`config.mk`:
```
export PLATFORM = sky130hd
export DESIGN_NAME = axis_gather_fifo
export DESIGN_NICKNAME = d
export VERILOG_FILES = /design/src/rtl/axis_gather_fifo_pkg.sv /design/src/rtl/axis_gather_fifo.sv
export SDC_FILE = /design/constraint.sdc
export NUM_CORES = 1
export LEC_CHECK = 0
export ABC_AREA = 1
export CORE_UTILIZATION = 59
export CTS_BUF_LIST = sky130_fd_sc_hd__clkbuf_4 sky130_fd_sc_hd__clkbuf_8 sky130_fd_sc_hd__clkbuf_16
export CTS_CLUSTER_SIZE = 24
export DETAILED_ROUTE_END_ITERATION = 16
export PLACE_DENSITY = 0.8
export SLEW_MARGIN = 40
export SYNTH_ARGS = -nofsm -noshare
export SYNTH_HDL_FRONTEND = slang
export SYNTH_SLANG_ARGS = --single-unit
```
`constraint.sdc`:
```
create_clock -name clk_i -period 4.4 [get_ports clk_i]
set_clock_uncertainty 0.1 [all_clocks]
set_input_delay 0.44 -clock clk_i [delete_from_list [all_inputs] [get_ports clk_i]]
set_output_delay 0.44 -clock clk_i [all_outputs]
set_load 0.005 [all_outputs]
```
`src/rtl/axis_gather_fifo_pkg.sv`:
```
// Shared helpers for the gathering FIFO.
package axis_gather_fifo_pkg;

  // Unsigned minimum, used when sizing a group.
  function automatic int unsigned min_u(input int unsigned a, input int unsigned b);
    return (a < b) ? a : b;
  endfunction

endpackage

```
`src/rtl/axis_gather_fifo.sv`:
```
// Single-sample AXI-Stream in, OUT_MUX-lane AXI-Stream out.
// Samples are packed into output beats of up to OUT_MUX lanes.
// A beat is closed early at a packet boundary, so a beat never spans two packets.
module axis_gather_fifo
  import axis_gather_fifo_pkg::*;
#(
  parameter int DATA_WIDTH = 16,
  parameter int USER_WIDTH = 1,
  parameter int FIFO_LEN   = 8,
  parameter int OUT_MUX    = 2
) (
  input  logic                             clk_i,
  input  logic                             reset_i,
  input  logic [DATA_WIDTH-1:0]            s_axis_in_tdata,
  input  logic [USER_WIDTH-1:0]            s_axis_in_tuser,
  input  logic                             s_axis_in_tlast,
  input  logic                             s_axis_in_tvalid,
  output logic                             s_axis_in_tready,
  output logic [DATA_WIDTH*OUT_MUX-1:0]    m_axis_out_tdata,
  output logic [USER_WIDTH*OUT_MUX-1:0]    m_axis_out_tuser,
  output logic [OUT_MUX-1:0]               m_axis_out_tkeep,
  output logic                             m_axis_out_tlast,
  output logic                             m_axis_out_tvalid,
  input  logic                             m_axis_out_tready,
  output logic [$clog2(FIFO_LEN):0]        m_axis_out_tlevel,
  output logic                             m_axis_out_tempty
);

  localparam int AW = $clog2(FIFO_LEN);
  localparam int PW = AW + 1;
  localparam int NW = $clog2(OUT_MUX + 1);

  // Storage is never reset; the pointers define what is valid.
  logic [DATA_WIDTH-1:0] r_mem_data [FIFO_LEN];
  logic [USER_WIDTH-1:0] r_mem_user [FIFO_LEN];
  logic                  r_mem_last [FIFO_LEN];

  logic [PW-1:0] r_wr_ptr;
  logic [PW-1:0] r_rd_ptr;
  logic [PW-1:0] r_last_cnt;

  logic [DATA_WIDTH*OUT_MUX-1:0] r_out_data;
  logic [USER_WIDTH*OUT_MUX-1:0] r_out_user;
  logic [OUT_MUX-1:0]            r_out_keep;
  logic                          r_out_last;
  logic                          r_out_valid;

  logic [PW-1:0]                 w_level;
  logic                          w_wr_en;
  logic                          w_avail;
  logic                          w_load;
  logic                          w_grp_last;
  logic [NW-1:0]                 w_n;
  logic [OUT_MUX-1:0]            w_last_flags;
  logic [DATA_WIDTH*OUT_MUX-1:0] w_lane_data;
  logic [USER_WIDTH*OUT_MUX-1:0] w_lane_user;
  logic [OUT_MUX-1:0]            w_lane_keep;

  // Group length: up to and including the first stored tlast, capped at
  // OUT_MUX lanes and at the number of samples present. Flags beyond the
  // stored level are already masked off by the caller.
  function automatic logic [NW-1:0] group_len(input logic [OUT_MUX-1:0] flags,
                                              input logic [PW-1:0]      level);
    logic [NW-1:0] len;
    logic          found;
    len   = NW'(min_u(32'(level), OUT_MUX));
    found = 1'b0;
    for (int k = 0; k < OUT_MUX; k++) begin
      if (!found && flags[k]) begin
        len   = NW'(k + 1);
        found = 1'b1;
      end
    end
    return len;
  endfunction

  assign w_level          = r_wr_ptr - r_rd_ptr;
  assign s_axis_in_tready = !reset_i && (w_level != PW'(FIFO_LEN));
  assign w_wr_en          = s_axis_in_tvalid && s_axis_in_tready;

  // tlast flags of the entries that could join the next group.
  always_comb begin
    w_last_flags = '0;
    for (int k = 0; k < OUT_MUX; k++) begin
      if (PW'(k) < w_level) begin
        w_last_flags[k] = r_mem_last[AW'(r_rd_ptr + PW'(k))];
      end
    end
  end

  // A group ends on a tlast exactly when one lies in its search window.
  assign w_n        = group_len(w_last_flags, w_level);
  assign w_grp_last = |w_last_flags;
  assign w_avail    = (w_level >= PW'(OUT_MUX)) || (r_last_cnt != '0);
  assign w_load     = w_avail && (!r_out_valid || m_axis_out_tready);

  // Lane assembly for the next output beat; unused lanes are zeroed.
  always_comb begin
    w_lane_data = '0;
    w_lane_user = '0;
    w_lane_keep = '0;
    for (int k = 0; k < OUT_MUX; k++) begin
      if (NW'(k) < w_n) begin
        w_lane_data[DATA_WIDTH*k +: DATA_WIDTH] = r_mem_data[AW'(r_rd_ptr + PW'(k))];
        w_lane_user[USER_WIDTH*k +: USER_WIDTH] = r_mem_user[AW'(r_rd_ptr + PW'(k))];
        w_lane_keep[k]                          = 1'b1;
      end
    end
  end

  // Sample storage write.
  always_ff @(posedge clk_i) begin
    if (w_wr_en) begin
      r_mem_data[r_wr_ptr[AW-1:0]] <= s_axis_in_tdata;
      r_mem_user[r_wr_ptr[AW-1:0]] <= s_axis_in_tuser;
      r_mem_last[r_wr_ptr[AW-1:0]] <= s_axis_in_tlast;
    end
  end

  // Pointers and count of stored packet ends.
  always_ff @(posedge clk_i) begin
    if (reset_i) begin
      r_wr_ptr   <= '0;
      r_rd_ptr   <= '0;
      r_last_cnt <= '0;
    end else begin
      if (w_wr_en) r_wr_ptr <= r_wr_ptr + PW'(1);
      if (w_load)  r_rd_ptr <= r_rd_ptr + PW'(w_n);
      case ({w_wr_en && s_axis_in_tlast, w_load && w_grp_last})
        2'b10:   r_last_cnt <= r_last_cnt + PW'(1);
        2'b01:   r_last_cnt <= r_last_cnt - PW'(1);
        default: r_last_cnt <= r_last_cnt;
      endcase
    end
  end

  // Output register: load a new group or retire the current beat.
  always_ff @(posedge clk_i) begin
    if (reset_i) begin
      r_out_valid <= 1'b0;
      r_out_data  <= '0;
      r_out_user  <= '0;
      r_out_keep  <= '0;
      r_out_last  <= 1'b0;
    end else if (w_load) begin
      r_out_valid <= 1'b1;
      r_out_data  <= w_lane_data;
      r_out_user  <= w_lane_user;
      r_out_keep  <= w_lane_keep;
      r_out_last  <= w_grp_last;
    end else if (r_out_valid && m_axis_out_tready) begin
      r_out_valid <= 1'b0;
    end
  end

  assign m_axis_out_tdata  = r_out_data;
  assign m_axis_out_tuser  = r_out_user;
  assign m_axis_out_tkeep  = r_out_keep;
  assign m_axis_out_tlast  = r_out_last;
  assign m_axis_out_tvalid = r_out_valid;
  assign m_axis_out_tlevel = w_level;
  assign m_axis_out_tempty = (w_level == '0);

endmodule

```
; ---- Word level (Yosys, flattened, before mapping)
; Memories as Yosys holds them, arrays and structs flattened. A register that Yosys moved wholly into a read port is not among the register bits.
; Index checks and enable logic that the tools add are counted.
[totals]
ram_bits = 144
output_inout_bits = 44
regBits = 50
inputBits = 22
word_cells = 66
mem_count = 3
[mem_list]
columns = memory, words, word_bits, read_ports, rd_clocked_by_memory_dff, wr, line
row1 = r_mem_data, 8, 16, 2, 1, 1, axis_gather_fifo.sv:34  ; logic [DATA_WIDTH-1:0] r_mem_data [FIFO_LEN];
row2 = r_mem_last, 8, 1, 2, 1, 1, axis_gather_fifo.sv:36  ; logic r_mem_last [FIFO_LEN];
row3 = r_mem_user, 8, 1, 2, 1, 1, axis_gather_fifo.sv:35  ; logic [USER_WIDTH-1:0] r_mem_user [FIFO_LEN];
[classes]
n_addsub = 6
reduce_logical = 17
muxes = 23
eq_ne = 3
n_lt_le_gt_ge = 6
[op_table]
columns = op, n
row1 = $mux 16, 2
row2 = $mux 3, 6
row3 = $mux 1, 11
row4 = $add 4x1->4 const B, 2
row5 = $lt 1x4->1 const A, 2
row6 = $pmux 4 s2, 1
row7 = $logic_and 1x1->1, 7
row8 = $mux 2, 3
row9 = $add 4x2->4, 1
row10 = $ge 4x2->1 const B, 1
row11 = $logic_not 4->1, 1
row12 = $lt 1x2->1 const A, 2
row13 = $lt 4x2->1 const B, 1
row14 = $ne 4x4->1 const B, 1
row15 = $reduce_bool 2->1, 2
row16 = $reduce_bool 4->1, 1
row17 = $sub 4x1->4 const B, 1
row18 = $sub 4x4->4, 1
row19 = $add 3x1->3 const B, 1
row20 = $logic_not 1->1, 3
row21 = $eq 2x1->1 const B, 1
row22 = $eq 2x2->1 const B, 1
row23 = $logic_or 1x1->1, 2
row24 = $reduce_or 2->1, 1

; ---- Depth between registers and ports, before layout
; Gate-level depths: netlist (run 1).
[depth]
word_depth = 10
mapped_depth = 23
depth_no_buf = 21

; ---- Worst setup path before layout (run 1)
; Ideal clock, no wire load.
[synth_path]
path_type = reg-to-reg
startpoint = register r_wr_ptr[0]
endpoint = memory r_mem_data[6][0] (enable)
synth_period_minus_slack_ns = 3.610
t_required_ns = 3.884
path_stages_with_launch = 11
arrival_ns = 3.094
setup_time_ns = 0.416
path_slack_ns = 0.790
path_buffers = 0
cell_sequence = dfxtp_1 -> inv_1 -> ha_1 -> fa_1 -> xnor2_1 -> nor2_1 -> nand3_1 -> nand2_1 -> inv_1 -> nand3_1 -> nor3_1
[synth_via]
elab_chain_len = 6
[synth_lines]
columns = element, line
row1 = from (decl), axis_gather_fifo.sv:38  ; logic [PW-1:0] r_wr_ptr;
row2 = from (signal assigned), axis_gather_fifo.sv:127  ; if (w_wr_en) r_wr_ptr <= r_wr_ptr + PW'(1);
row3 = $sub 4x4->4, axis_gather_fifo.sv:77  ; assign w_level = r_wr_ptr - r_rd_ptr;
row4 = via m_axis_out_tlevel[2], axis_gather_fifo.sv:25  ; output logic [$clog2(FIFO_LEN):0] m_axis_out_tlevel,
row5 = $ne 4x4->1, axis_gather_fifo.sv:78  ; assign s_axis_in_tready = !reset_i && (w_level != PW'(FIFO_LEN));
row6 = $logic_and 1x1->1, axis_gather_fifo.sv:78
row7 = via s_axis_in_tready, axis_gather_fifo.sv:18  ; output logic s_axis_in_tready,
row8 = $logic_and 1x1->1, axis_gather_fifo.sv:79  ; assign w_wr_en = s_axis_in_tvalid && s_axis_in_tready;
row9 = $mux 1, axis_gather_fifo.sv:113  ; if (w_wr_en) begin
row10 = $mux 1 (not written as such), axis_gather_fifo.sv:114  ; r_mem_data[r_wr_ptr[AW-1:0]] <= s_axis_in_tdata;
row11 = to (decl), axis_gather_fifo.sv:34
; The timed path passes the listed nets, and every way through them passes these cells.

; ---- Final worst setup path (run 1)
[layout_path]
startpoint = register r_rd_ptr[0]
endpoint = register r_last_cnt[3]
[layout_via]
elab_chain_len = 7
word_cells_on_any_way = 20
classes_between = 2 x add/sub / 3 x order compare / 3 x eq/ne / 3 x mux / 8 x reduce/logical / 1 x memory
[layout_lines]
columns = element, line
row1 = from (decl), axis_gather_fifo.sv:39  ; logic [PW-1:0] r_rd_ptr;
row2 = from (signal assigned), axis_gather_fifo.sv:128  ; if (w_load) r_rd_ptr <= r_rd_ptr + PW'(w_n);
row3 = $sub 4x4->4 or $add 3x1->3 (tied branches), "axis_gather_fifo.sv:77, axis_gather_fifo.sv:86"
row4 = "$lt 1x4->1, or another cell as far along", axis_gather_fifo.sv:85  ; if (PW'(k) < w_level) begin
row5 = "$mux 1, or another cell as far along", axis_gather_fifo.sv:85
row6 = "$reduce_or 2->1, or another cell as far along", axis_gather_fifo.sv:93  ; assign w_grp_last = |w_last_flags;
row7 = $logic_and 1x1->1, axis_gather_fifo.sv:129  ; case ({w_wr_en && s_axis_in_tlast, w_load && w_grp_last})
row8 = $eq 2x1->1 or $eq 2x2->1 (tied branches), axis_gather_fifo.sv:129
row9 = $pmux 4 s2 or $reduce_bool 2->1 (tied branches), n/a
row10 = to (signal assigned), axis_gather_fifo.sv:130  ; 2'b10: r_last_cnt <= r_last_cnt + PW'(1);
row11 = to (signal assigned), axis_gather_fifo.sv:131  ; 2'b01: r_last_cnt <= r_last_cnt - PW'(1);
row12 = to (signal assigned), axis_gather_fifo.sv:132  ; default: r_last_cnt <= r_last_cnt;
row13 = to (decl), axis_gather_fifo.sv:40  ; logic [PW-1:0] r_last_cnt;
; Several ways; a longest one is shown, not always the timed one.
; A chain may end at the register's enable or synchronous reset.

==> results by group, run 1 <==
Outcome
  • Status: completed

Floorplan
  • Initial core utilization: 61.0%
  • Die area: 0.0163 mm^2
  • Top Ports: 66
  • Die Ht: 128 um
  • Horiz. Die Dim: 128 um
  • # rows: 45
  • Core box area: 0.0153 mm^2

Route
  • DRT Pass-1 Iters: 7
  • Routed vias/inst: 5.90
  • Iter 0 DRT Violations: 1143
  • Via count: 7756
  • Total Wirelength: 23100 um
  • Antenna Nets Post-Route: 0
  • Drc violations: 0
  • Wire per inst: 17.6 um

Critical path
  • Worst-path maximum fanout: 29
  • Cell family with the largest share of critical-path delay: adder cells
  • Buffers & Inverters on Critical Path: 3
  • R2r endpoint: r_last_cnt[3]
  • Critical Path Slowest Stage Cell: ha_1
  • Reg-to-reg critical path startpoint: r_rd_ptr[0]
  • CP startpoint: r_rd_ptr[0]
  • Crit-path cells: ha_1, inv_1, nand3_1, nand2_1, nand2_1, nand2_1, inv_1, nand2_1, nand2_1, nand2_1, inv_1, ha_1, ha_1, nand2_1, nand2_1, a21oi_1, nor2_1, nor2_1, nand2_1, o21ai_0, a21oi_1
  • Most used cell along the critical path: nand2_1
  • Reg2reg setup slack: 750 ps
  • Critical Path Sink Type: register
  • Worst Path Class, Setup: reg2reg
  • Startpoint type of the worst setup path: register
  • Reg2Reg Depth: 21
  • Crit path largest cell delay: 690 ps
  • Critical Path RT: 4630 ps
  • Critical path arrival: 3890 ps

Timing
  • Count of final setup violators: 0
  • Final Hold Slack: 365 ps
  • Max Slew Vio Count: 0
  • Final hold vios: 0
  • RSZ-0062 raised after global routing: false
  • Slew of the pin with the lowest slew margin: 687 ps
  • Worst slew margin: 54.2%
  • FMAX: 274 MHz
  • Sum of negative setup slack: 0 ps
  • Tcrit/Tclk final: 83.1%
  • Min Tclk post-route: 3650 ps

Yosys
  • Compound-Gate Fraction of Synth Area: 6.96%
  • Syn Nets: 1088
  • Largest family of logic cells by synthesized area: simple AND/OR/NAND/NOR gates
  • Seq/Total Area, Yosys: 57.6%
  • Post-synth top flop: edfxtp_1
  • Cell area after synthesis: 0.00934 mm^2
  • Multiplexer share of the synthesized area: 0%
  • Number of register bits inferred by synthesis: 197
  • Syn Area/Cell: 8.87 um^2
  • Synth unique cells: 25
  • Post-Synth XOR/XNOR Area: 0.857%
  • YS warnings: 0
  • Simple logic cell fraction of the synthesized area: 26.4%
  • EDFF count, synth: 144
  • Asr flop ratio synth: 0%
  • Cells after synthesis: 1053
  • Synth Area in Adders: 1.98%

Hold path
  • Hold path startpoint: m_axis_out_tdata[16]
  • Hold EP: m_axis_out_tdata[16]
  • Hold WC Path Type: reg2reg
  • Hold path depth: 2

Finish
  • Share of cells above drive strength 1: 6.34%
  • Most frequent cells in the layout: nand2_1, nand3_1, edfxtp_1, a21oi_1, clkdlybuf4s50_1
  • Post-layout nets: 1126
  • Final core utilization: 69.9%
  • Area Growth Syn to Fin: 14.6%
  • Fillers: 1156
  • # diodes: 0
  • Sequential Area: 0.00539 mm^2
  • Commonest non-fill, non-tap cell in the layout: nand2_1
  • Area taken by multi-input logic gates: 0.00341 mm^2

Clock network
  • Max Root-Sink Buffers: 2
  • Worst-Skew Late Latency: 440 ps
  • # clock sinks: 197
  • H-Tree Depth: 4
  • Clock transition at path regs: 70 ps
  • Setup Buffers After CTS: 0
  • Post-CTS Resized: 0
  • Total CTS buffers: 17
  • Root buf cell: clkbuf_16
  • CTS tree: built
  • Hold buffers post-CTS: 0

Global route
  • Antenna violations before repair: 0
  • GRT Total Usage: 29.9%
  • GR Overflow Total: 0
  • First-pass GRT wire length: 36900 um
  • Largest net degree at the start of global routing: 68
  • Number of global-route vias before repair: 7048

Pwr
  • Clk pwr share: 19.5%
  • VDD IR max: 0.354 mV
  • Int Power: 4.36 mW
  • Leak: 4.13 nW
  • Sequential group share of total power: 33.0%
  • Switching share of power: 41.7%
  • Power per cell area: 699 mW/mm^2
  • Gate power share: 47.5%
  • NetSw: 3.12 mW

Placement
  • Dpl hpwl: 14100 um
  • PortBufs: 65
  • Gp weighted congestion: 0.882

Run
  • Maxcap violations: 0
[per-stage QoR]
step                setup slack (ps)  instances  cell area (um^2)  total power [mW]
floorplan                        790       1053              9340              4.77
global placement                 851       1283             10200              5.90
global route                     432       1315             10700              7.98
CTS                              784       1315             10700              7.43
finish                           745       1315             10700              7.48
detailed placement               792       1283             10200              5.99
[synth_stat cells (2+ instances only)]
cell type  count  share of area (%)
ha_1          10                1.3
o211ai_1      14                1.1
xor2_1         4               0.37
buf_4          6               0.48
nand4_1       17                1.1
xnor2_1        2               0.19
o21ai_0       37                2.0
nand2_1      333                 13
dfxtp_1       53                 11
a21oi_1       72                3.9
clkbuf_1      32                1.3
nor2_1        18               0.72
inv_1         64                2.6
buf_1          8               0.32
nor3_1         4               0.21
nand3_1      202                 11
buf_2         24                1.3
edfxtp_1     144                 46
fa_1           3               0.64
[power by group through the flow]
stage	clock network [mW]	registers, mW	logic, mW
after floorplan	0	2.43	2.34
after global placement	0	2.49	3.40
after detailed placement	0	2.50	3.48
after CTS	1.47	2.47	3.49
after global routing	1.55	2.50	3.93
final	1.46	2.47	3.55
[worst min-delay path: stages (launching register included)]
cell	delay, ps
dfxtp_1	310
nand2_1	60
a21oi_1	50
[state kept, by name (all words and copies together) (netlist names), named ones only]
register	flops
m_axis_out_tdata	32
m_axis_out_tkeep	2
m_axis_out_tlast	1
m_axis_out_tuser	2
m_axis_out_tvalid	1
r_last_cnt	4
r_mem_data	128
r_mem_last	8
r_mem_user	8
r_rd_ptr	4
r_wr_ptr	4
[routing by layer]
metal  track usage [%]  wire length, um
met3              6.09             2360
met1              41.6             9670
met4              10.8              537
met5                 0                0
met2              46.9            10600
[cells by family after synthesis]
family / Yosys count
DFF: 197
xor gates and xnor gates: 7
AOI/OAI and AO/OA: 123
adders and majority gates: 13
and+or+nand+nor: 575
buffers and inverters: 138
[worst max path at each step]
stage,to,cells past startpoint,slack [ps]
3_3_place_gp,r_last_cnt[3],21,850
5_1_grt,r_last_cnt[3],21,430
4_1_cts,r_last_cnt[3],21,780
6_report,r_last_cnt[3],21,750
2_1_floorplan,r_mem_data[6][0],10,790
3_5_place_dp,r_last_cnt[3],21,790
[final cells by class]
type	count	share of cell area, %
Sequential cell	197	50.3
Multi-Input combinational cell	718	31.8
Timing Repair Buffer	90	7.83
Clock buffer	17	3.97
Tap cell	211	2.46
Inverter	67	2.37
Clock inverter	15	1.23
No activity file was read; power rests on OpenSTA's default activity.
==> run 2, diff against run 1 <==
==> constraint.sdc (replaced) <==
create_clock -name clk_i -period 3.8 [get_ports clk_i]
set_clock_uncertainty 0.1 [all_clocks]
set_input_delay 0.38 -clock clk_i [delete_from_list [all_inputs] [get_ports clk_i]]
set_output_delay 0.38 -clock clk_i [all_outputs]
set_load 0.005 [all_outputs]
==> run 2 against run 1 <==
Net effect: clock power increased by 20%; maximum frequency increased by 10%; core utilization is 0.29 points higher; hold slack worse by 2.0 ps; worst setup slack got worse by 260 ps; global-route usage increased by 0.67 points; die area unchanged; combinational power increased by 19%; clock-buffer cell count is 2 higher; non-clock buffer count increased by 4; cell count up 0.30%; largest cell class unchanged.
==> results by group, run 2 (synthesized netlist as in run 1, its figures left out) <==
Timing
  • Min Tclk post-route: 3310 ps (-344 ps)
  • FMAX: 302 MHz (+10%)
  • Tcrit/Tclk final: 87.1% (+4.1 points)
  • Worst slew margin: 57.8% (+3.6 points)
  • Sum of negative setup slack: 0 ps (unchanged)
  • Slew of the pin with the lowest slew margin: 631 ps (-55.4 ps)
  • Final hold vios: 0 (unchanged)
  • Max Slew Vio Count: 0 (unchanged)
  • RSZ-0062 raised after global routing: false
  • Final Hold Slack: 363 ps (-1.96 ps)
  • Count of final setup violators: 0 (unchanged)

Clock network
  • Max Root-Sink Buffers: 2 (unchanged)
  • Clock transition at path regs: 70 ps (about the same)
  • Root buf cell: clkbuf_16
  • Total CTS buffers: 17 (unchanged)
  • Setup Buffers After CTS: 0 (unchanged)
  • CTS tree: built
  • H-Tree Depth: 4 (unchanged)
  • # clock sinks: 197 (unchanged)
  • Post-CTS Resized: 0 (unchanged)
  • Hold buffers post-CTS: 0 (unchanged)
  • Worst-Skew Late Latency: 440 ps (about the same)

Finish
  • # diodes: 0 (unchanged)
  • Post-layout nets: 1130 (+0.36%)
  • Most frequent cells in the layout: nand2_1, nand3_1, edfxtp_1, a21oi_1, clkdlybuf4s50_1
  • Fillers: 1149 (-0.61%)
  • Area Growth Syn to Fin: 15.1%
  • Share of cells above drive strength 1: 6.59% (+0.25 points)
  • Fin cells: 1319 (+0.30%)
  • Max reg flops: 128 (unchanged)
  • Commonest non-fill, non-tap cell in the layout: nand2_1
  • Sequential Area: 0.00539 mm^2 (unchanged)
  • Area taken by multi-input logic gates: 0.00341 mm^2 (unchanged)
  • Final core utilization: 70.2% (+0.29 points)

Hold path
  • Hold path startpoint: m_axis_out_tkeep[0]
  • Hold WC Path Type: reg2reg
  • Hold EP: m_axis_out_tkeep[0]
  • Hold path depth: 2 (unchanged)

Route
  • Via count: 7839 (+1.1%)
  • Drc violations: 0 (unchanged)
  • Wire per inst: 18.3 um (+3.9%)
  • Total Wirelength: 24100 um (+4.2%)
  • Iter 0 DRT Violations: 1192 (+4.3%)
  • DRT Pass-1 Iters: 6 (-1)
  • Routed vias/inst: 5.94 (+0.76%)
  • Antenna Nets Post-Route: 0 (unchanged)

Global route
  • Largest net degree at the start of global routing: 51 (-25%)
  • Number of global-route vias before repair: 7213 (+2.3%)
  • Antenna violations before repair: 2 (+2)
  • GR Overflow Total: 0 (unchanged)
  • First-pass GRT wire length: 37700 um (+2.2%)
  • GRT Total Usage: 30.6% (+0.67 points)

Critical path
  • Reg2reg setup slack: 490 ps (-260 ps)
  • Worst Path Class, Setup: reg2reg
  • Critical Path RT: 4030 ps (-600 ps)
  • Worst-path maximum fanout: 6 (-79%)
  • Critical path arrival: 3540 ps (-350 ps)
  • Critical Path Sink Type: register
  • Startpoint type of the worst setup path: register
  • R2r endpoint: r_last_cnt[3]
  • Reg-to-reg critical path startpoint: r_wr_ptr[0]
  • Reg2Reg Depth: 19 (-9.5%)

Floorplan
  • Die Ht: 128 um (unchanged)
  • Top Ports: 66 (unchanged)
  • Initial core utilization: 61.0% (unchanged)
  • # rows: 45 (unchanged)
  • Core box area: 0.0153 mm^2 (unchanged)
  • Die area: 0.0163 mm^2 (unchanged)
  • Horiz. Die Dim: 128 um (unchanged)

Placement
  • Dpl hpwl: 14600 um (+4.0%)
  • PortBufs: 65 (unchanged)
  • Placed cells: 1287 (+0.31%)
  • Gp weighted congestion: 0.889 (+0.78%)

Pwr
  • VDD IR max: 0.414 mV (+17%)
  • Leak: 4.17 nW (+0.87%)
  • Power per cell area: 818 mW/mm^2 (+17%)
  • Pwr Total: 8.80 mW (+18%)

Run
  • Maxcap violations: 0 (unchanged)

Outcome
  • Status: completed
[run 2: per-layer routing]
layer,wire [um],track usage (%)
met1,9470,41.9
met2,11000,45.6
met3,2990,8.01
met4,617,14.8
met5,13,0
[run 2: worst max-delay path by stage]
stage                      from          endpoint  slack, ps  depth (start not counted)
floorplan           r_wr_ptr[0]  r_mem_data[6][0]        190                         10
global placement    r_wr_ptr[0]     r_last_cnt[3]        640                         19
detailed placement  r_wr_ptr[0]     r_last_cnt[3]        540                         19
CTS                 r_wr_ptr[0]     r_last_cnt[3]        520                         19
global route        r_wr_ptr[0]     r_last_cnt[3]        100                         19
finish              r_wr_ptr[0]     r_last_cnt[3]        490                         19
[run 2: critical path, cell delays in order (launching register included)]
cell and delay [ps]:
dfxtp_1 370, inv_1 130, ha_1 250, fa_1 380, xnor2_1 280, nor2_1 100, nand3_1 110, nand2_1 60
inv_1 140, nand3_1 90, ha_1 230, ha_1 280, nand2_1 70, nand2_1 40, a21oi_1 170, nor2_1 70
nor2_1 80, nand2_1 70, o21ai_0 140, a21oi_1 50
[run 2: layout make-up]
type / count / share of cell area [%]
sequential: 197 / 50.1
multi-input combinational: 718 / 31.7
timing repair buffer: 94 / 8.07
clock buffer: 19 / 4.09
tap: 211 / 2.45
inverter: 67 / 2.36
clock inverter: 13 / 1.22
[run 2: per-stage QoR]
stage	area [um^2]	setup slack [ps]
2_1_floorplan	9340	190
5_1_grt	10800	99.1
4_1_cts	10800	519
3_5_place_dp	10200	536
3_3_place_gp	10200	639
6_report	10800	489
[run 2: where the power goes]
group	internal, mW	total (mW)	leakage, nW	switching [mW]
Combinational	1.54	4.22	2.17	2.67
Clock	0.978	1.75	0.265	0.773
Sequential	2.61	2.83	1.74	0.215
==> edit 1, RTL diff (flow settings as in run 2) <==
Change the parameter `FIFO_LEN` from 8 to 4.
--- a/src/rtl/axis_gather_fifo.sv
+++ b/src/rtl/axis_gather_fifo.sv
@@ -6,7 +6,7 @@
 #(
   parameter int DATA_WIDTH = 16,
   parameter int USER_WIDTH = 1,
-  parameter int FIFO_LEN   = 8,
+  parameter int FIFO_LEN   = 4,
   parameter int OUT_MUX    = 2
 ) (
   input  logic                             clk_i,
Interface: changed (resized m_axis_out_tlevel); port bits go from 66 to 65. The function was not compared with the original's and may differ.
==> edit 1 against run 2 <==
- cell count shrank 39%
- wire length shrank 42%
- final area is 36% lower
- maximum frequency down 5.6%
- worst setup slack lost 0.20 ns
- synthesized area down 39%
- sequential cell count down 76
- clock power is 20% lower
- total power down 34%
- via count down 41%
- first-iteration DRC count is 58% lower
- critical path type unchanged
- largest power group unchanged
==> edit 1: results (changes against run 2) <==
Parameter                              Value

Global routing
  Via count of the first global-routing pass ... 4,339 (-40%)
  Wire length of the first global-routing pass ... 21,520 µm (-43%)
  Total track usage ... 28.59% (-2.0 points)
  Initial antenna violation count ... 0 (-2)
  Maximum number of pins on one net before global-route repair ... 49 (-3.9%)

Clock tree
  Post-CTS Resized ... 0 (unchanged)
  Total setup buffers inserted after CTS ... 0 (unchanged)
  Clock network latency to the later pin of the worst-skew pair ... 0.52 ns (+0.08 ns)
  Number of CTS-inserted buffers ... 17 (unchanged)
  Clock root buffer ... sky130_fd_sc_hd__clkbuf_8

Routing
  Initial detailed-routing violation count ... 498 (-58%)
  Routed vias/inst ... 5.800 (-2.4%)
  Pre-Repair DR Iteration Count ... 5 (-1)
  Uppermost layer routed ... met4
  Detail Route met3 WL ... 1364 µm (-54%)
  Routed wire length ... 14,070 µm (-42%)
  Met1 Routed Length ... 5791 µm (-39%)
  Routed length on met2 ... 6668 µm (-39%)

Synthesis
  Post-synth top cells ... 98 x sky130_fd_sc_hd__nand2_1, 88 x sky130_fd_sc_hd__nor2_1, 72 x sky130_fd_sc_hd__edfxtp_1, 55 x sky130_fd_sc_hd__o21ai_0, 49 x sky130_fd_sc_hd__dfxtp_1
  Number of unique standard cell types used by synthesis ... 35 (+40%)
  YS warnings ... 0 (unchanged)
  Share of flip-flops with an asynchronous set or reset ... 0% (unchanged)
  EDFF count, synth ... 72 (-50%)
  Ranking of synthesized cells by area ... sky130_fd_sc_hd__edfxtp_1 38%, sky130_fd_sc_hd__dfxtp_1 17%, sky130_fd_sc_hd__nand2_1 6.5%
  Sequential-to-total area share from yosys stat ... 55.40% (-2.2 points)
  Nets in the synthesized netlist ... 628 (-42%)

Timing
  Worst slew slack as a fraction of its limit ... 51.55% (-6.3 points)

Outcome
  Status ... finished clean

Worst hold path
  Min-Delay Path Class ... in2reg
  Min-Delay Path Depth ... 4 (+2)

Placement
  Weighted congestion reported at the end of routability-driven placement ... 0.8668 (-2.5%)
  Estimated wirelength of the detail-placed design ... 8718 µm (-40%)
  IO Port Bufs ... 64 (-1.5%)

Critical path
  Max FO, Critical Path ... 12 (+6)
  Maximum cell stage delay along the critical path ... 0.40 ns (+0.02 ns)
  Cell with the largest stage delay on the worst path ... sky130_fd_sc_hd__fa_1
  Reg2Reg Depth ... 19 (unchanged)
  CP Data Arrival Time ... 3.85 ns (+0.31 ns)

Power
  Standby leakage power ... 2.600 nW (-38%)
  Maximum ir drop on the vdd rail ... 405.1 µV (-2.1%)

Layout
  Share of layout cells above drive strength 1 ... 15.95% (+9.4 points)
  Largest register FFs ... 64 (-50%)
  Final-stage net count ... 690 (-39%)
  Filler Cells Inserted ... 617 (-46%)
-- edit 1: changes by cell type after synthesis, moves of 24 or more --
cell	change
sky130_fd_sc_hd__nand2_1	-235
sky130_fd_sc_hd__nand3_1	-181
sky130_fd_sc_hd__edfxtp_1	-72
sky130_fd_sc_hd__nor2_1	+70
sky130_fd_sc_hd__a21oi_1	-41
sky130_fd_sc_hd__a21oi_2	+29
sky130_fd_sc_hd__inv_1	-28
sky130_fd_sc_hd__clkbuf_1	-24
-- edit 1: final timing paths --
path,slack (ns),start,end
hold reg to reg,0.37,m_axis_out_tdata[9],m_axis_out_tdata[9]
setup / recovery,0.29,r_wr_ptr[0],r_last_cnt[2]
hold / removal,0.20,reset_i,m_axis_out_tvalid
setup reg to reg,0.29,r_wr_ptr[0],r_last_cnt[2]
-- edit 1: per-layer routing --
layer | vias to the layer above | track usage (%)
met5 | - | 0
met4 | 0 | 10.37
met3 | 28 | 4.735
met2 | 291 | 46.05
met1 | 2167 | 39.43
li1 | 2154 | -
-- edit 1: report_power, final --
group          switching [W]  total [W]  internal (W)
Sequential          0.000129    0.00175       0.00163
Combinational        0.00167    0.00262      0.000958
Clock               0.000590    0.00140      0.000807
-- edit 1: layout make-up --
| class | instances | share of cell area (%) |
|---|---|---|
| multi-input cells | 400 | 31.20 |
| flip-flops and latches | 121 | 45.86 |
| well taps | 129 | 2.355 |
| inverters | 41 | 2.264 |
| clock buffers | 18 | 6.152 |
| repair buffers | 77 | 10.70 |
| clock inverters | 14 | 1.479 |
-- edit 1: cell families after synthesis --
| kind of cell | count (synthesis) | share of synthesized area (%) |
|---|---|---|
| AOI/OAI and AO/OA | 132 | 13.92 |
| xor gates and xnor gates | 3 | 0.4633 |
| adders and majority gates | 10 | 2.603 |
| buffers and inverters | 78 | 7.477 |
| DFF | 121 | 55.40 |
| and+or+nand+nor | 252 | 20.14 |
-- edit 1: metrics by stage --
step | instance area [µm²] | setup WS (ns) | std cells | util (%) | total power, W
after floorplan | 5673 | 0.7998 | 596 | - | 0.003628
after global placement | 6299 | 0.3213 | 765 | 67.84 | 0.004122
after detailed placement | 6299 | 0.1539 | 765 | 67.84 | 0.004234
after CTS | 6822 | 0.1485 | 797 | 73.48 | 0.005641
after global routing | 6854 | 0.01690 | 800 | 73.83 | 0.006095
final | 6854 | 0.2923 | 800 | 73.83 | 0.005776
==> edit 2, RTL diff (config.mk and constraints of run 2) <==
Made on the original files. Put a register stage on the output `m_axis_out_tlevel`, with the module's reset. The value now appears one clock later. The other outputs are not delayed to match.
--- a/src/rtl/axis_gather_fifo.sv
+++ b/src/rtl/axis_gather_fifo.sv
@@ -158,7 +158,13 @@
   assign m_axis_out_tkeep  = r_out_keep;
   assign m_axis_out_tlast  = r_out_last;
   assign m_axis_out_tvalid = r_out_valid;
-  assign m_axis_out_tlevel = w_level;
+  always_ff @(posedge clk_i) begin
+    if (reset_i) begin
+      m_axis_out_tlevel <= '0;
+    end else begin
+      m_axis_out_tlevel <= w_level;
+    end
+  end
   assign m_axis_out_tempty = (w_level == '0);
 
 endmodule
Function: changed (Yosys sat finds a counterexample within 4 cycles, from zero or initial values and one cycle with reset_i high).
==> edit 2 against run 2 <==
- count of clock-buffer cells in the layout is 10 higher
- final area rose by 5.0%
- synthesized area increased by 4.0%
- worst hold slack lost 0.25 ns
- register-to-register slack better by 0.02 ns
- worst setup slack got worse by 0.11 ns
- critical path depth shrank 10
- synthesized cell count is 4.2% higher
- critical path type is now reg2out
- sequential cell count rose by 4
- largest power group unchanged
- sequential share of layout area down 1.7 points
- total power grew 6.1%
- global-route usage is 0.54 points lower
- wire length increased by 2.7%
==> edit 2: results (changes against run 2) <==
Parameter                              Value

Global routing
  Initial antenna violation count ... 0 (-2)
  Wire length of the first global-routing pass ... 38,360 µm (+1.7%)
  Via count of the first global-routing pass ... 7,433 (+3.1%)
  Total track usage ... 30.06% (-0.54 points)
  Maximum number of pins on one net before global-route repair ... 86 (+69%)

Worst hold path
  Min-Delay Path Class ... in2reg

Power
  Maximum ir drop on the vdd rail ... 494.8 µV (+20%)
  Standby leakage power ... 4.527 nW (+8.6%)
  Int Power ... 0.005471 W (+6.5%)

Clock tree
  Maximum clock path buffer count ... 3 (+1)
  Number of CTS-inserted buffers ... 22 (+5)
  Number of levels the H-tree was split into ... 1 (-3)
  Clock network latency to the later pin of the worst-skew pair ... 0.52 ns (+0.08 ns)
  Post-CTS Resized ... 0 (unchanged)

Outcome
  Status ... finished clean

Layout
  Final-stage net count ... 1,183 (+4.7%)
  Largest register FFs ... 128 (unchanged)
  Share of layout cells above drive strength 1 ... 9.708% (+3.1 points)

Synthesis
  Ranking of synthesized cells by area ... sky130_fd_sc_hd__edfxtp_1 44%, sky130_fd_sc_hd__dfxtp_1 12%, sky130_fd_sc_hd__nand2_1 11%
  Nets in the synthesized netlist ... 1,132 (+4.0%)
  Post-synth top cells ... 275 x sky130_fd_sc_hd__nand2_1, 144 x sky130_fd_sc_hd__edfxtp_1, 113 x sky130_fd_sc_hd__nand3_1, 107 x sky130_fd_sc_hd__inv_1, 93 x sky130_fd_sc_hd__o21ai_0
  Number of unique standard cell types used by synthesis ... 31 (+24%)
  Share of flip-flops with an asynchronous set or reset ... 0% (unchanged)
  Sequential-to-total area share from yosys stat ... 56.22% (-1.4 points)

Critical path
  Max FO, Critical Path ... 19 (+13)

Routing
  Initial detailed-routing violation count ... 860 (-28%)
  Routed vias/inst ... 5.778 (-2.8%)
  Routed wire length ... 24,770 µm (+2.7%)
  Pre-Repair DR Iteration Count ... 7 (+1)

Placement
  IO Port Bufs ... 65 (unchanged)
  Weighted congestion reported at the end of routability-driven placement ... 0.8538 (-4.0%)
  Estimated wirelength of the detail-placed design ... 15,060 µm (+2.9%)

Timing
  Worst slew slack as a fraction of its limit ... 44.39% (-13 points)
==> edit 2: area by class of cell <==
| type | count | area [µm²] |
|---|---|---|
| multi-input combinational | 708 | 3512 |
| tap | 216 | 270.3 |
| fill | 1235 | 4703 |
| clock inverter | 11 | 91.34 |
| timing repair buffer | 97 | 898.4 |
| sequential | 201 | 5468 |
| clock buffer | 29 | 609.3 |
| inverter | 118 | 447.9 |
==> edit 2: path summary, 6_finish.rpt <==
path                            slack [ns]                   end  depth (start not counted)                 start
worst max-delay path                  0.38     m_axis_out_tempty                          9           r_wr_ptr[0]
worst max register to register        0.51         r_last_cnt[3]                         20           r_rd_ptr[1]
worst min register to register        0.36  m_axis_out_tdata[11]                          2  m_axis_out_tdata[11]
worst min-delay path                  0.11           r_wr_ptr[1]                          4               reset_i
==> edit 2: power by group through the flow <==
| stage | Clock [W] | Combinational, W | Sequential, W |
|---|---|---|---|
| final | 0.00204 | 0.00442 | 0.00288 |
| after CTS | 0.00206 | 0.00435 | 0.00287 |
| after global routing | 0.00214 | 0.00490 | 0.00291 |
| after global placement | 0 | 0.00421 | 0.00290 |
| after floorplan | 0 | 0.00289 | 0.00289 |
| after detailed placement | 0 | 0.00431 | 0.00291 |
==> edit 2: per-stage QoR <==
step / total power (W) / instance area (µm²) / utilization (%) / instances / worst slack [ns]
2_1_floorplan: 0.005788 / 9728 / - / 1097 / 0.2531
3_3_place_gp: 0.007115 / 10600 / 66.23 / 1340 / 0.6745
3_5_place_dp: 0.007216 / 10600 / 66.23 / 1340 / 0.5747
4_1_cts: 0.009277 / 11300 / 70.61 / 1380 / 0.3928
5_1_grt: 0.009953 / 11300 / 70.61 / 1380 / 0.2176
6_report: 0.009340 / 11300 / 70.61 / 1380 / 0.3803
==> edit 2: kinds of logic (layout without fill, tap and decap cells) <==
logic type | count (synthesis) | after routing | share of synthesized area (%)
compound gates | 220 | 220 | 11.96
xor+xnor | 6 | 6 | 0.7336
fa+ha+maj | 13 | 13 | 1.905
buf+inv | 188 | 255 | 8.147
flops | 201 | 201 | 56.22
simple gates | 469 | 469 | 21.04
==> edit 2: metal layers <==
metal | share of wire [%] | track usage, %
met5 | 0 | 0
met4 | 3.8 | 13.52
met3 | 11 | 5.740
met2 | 45 | 47.03
met1 | 40 | 40.90
==> edit 2: critical path, cell delays in order (launching register included) <==
cell and delay, ns:
sky130_fd_sc_hd__dfxtp_1 0.33, sky130_fd_sc_hd__inv_1 0.12, sky130_fd_sc_hd__ha_1 0.25, sky130_fd_sc_hd__fa_1 0.50, sky130_fd_sc_hd__inv_1 0.06, sky130_fd_sc_hd__nor3_2 0.24
sky130_fd_sc_hd__nand2_1 0.10, sky130_fd_sc_hd__buf_4 0.21, sky130_fd_sc_hd__inv_1 0.09, sky130_fd_sc_hd__clkdlybuf4s50_1 0.52
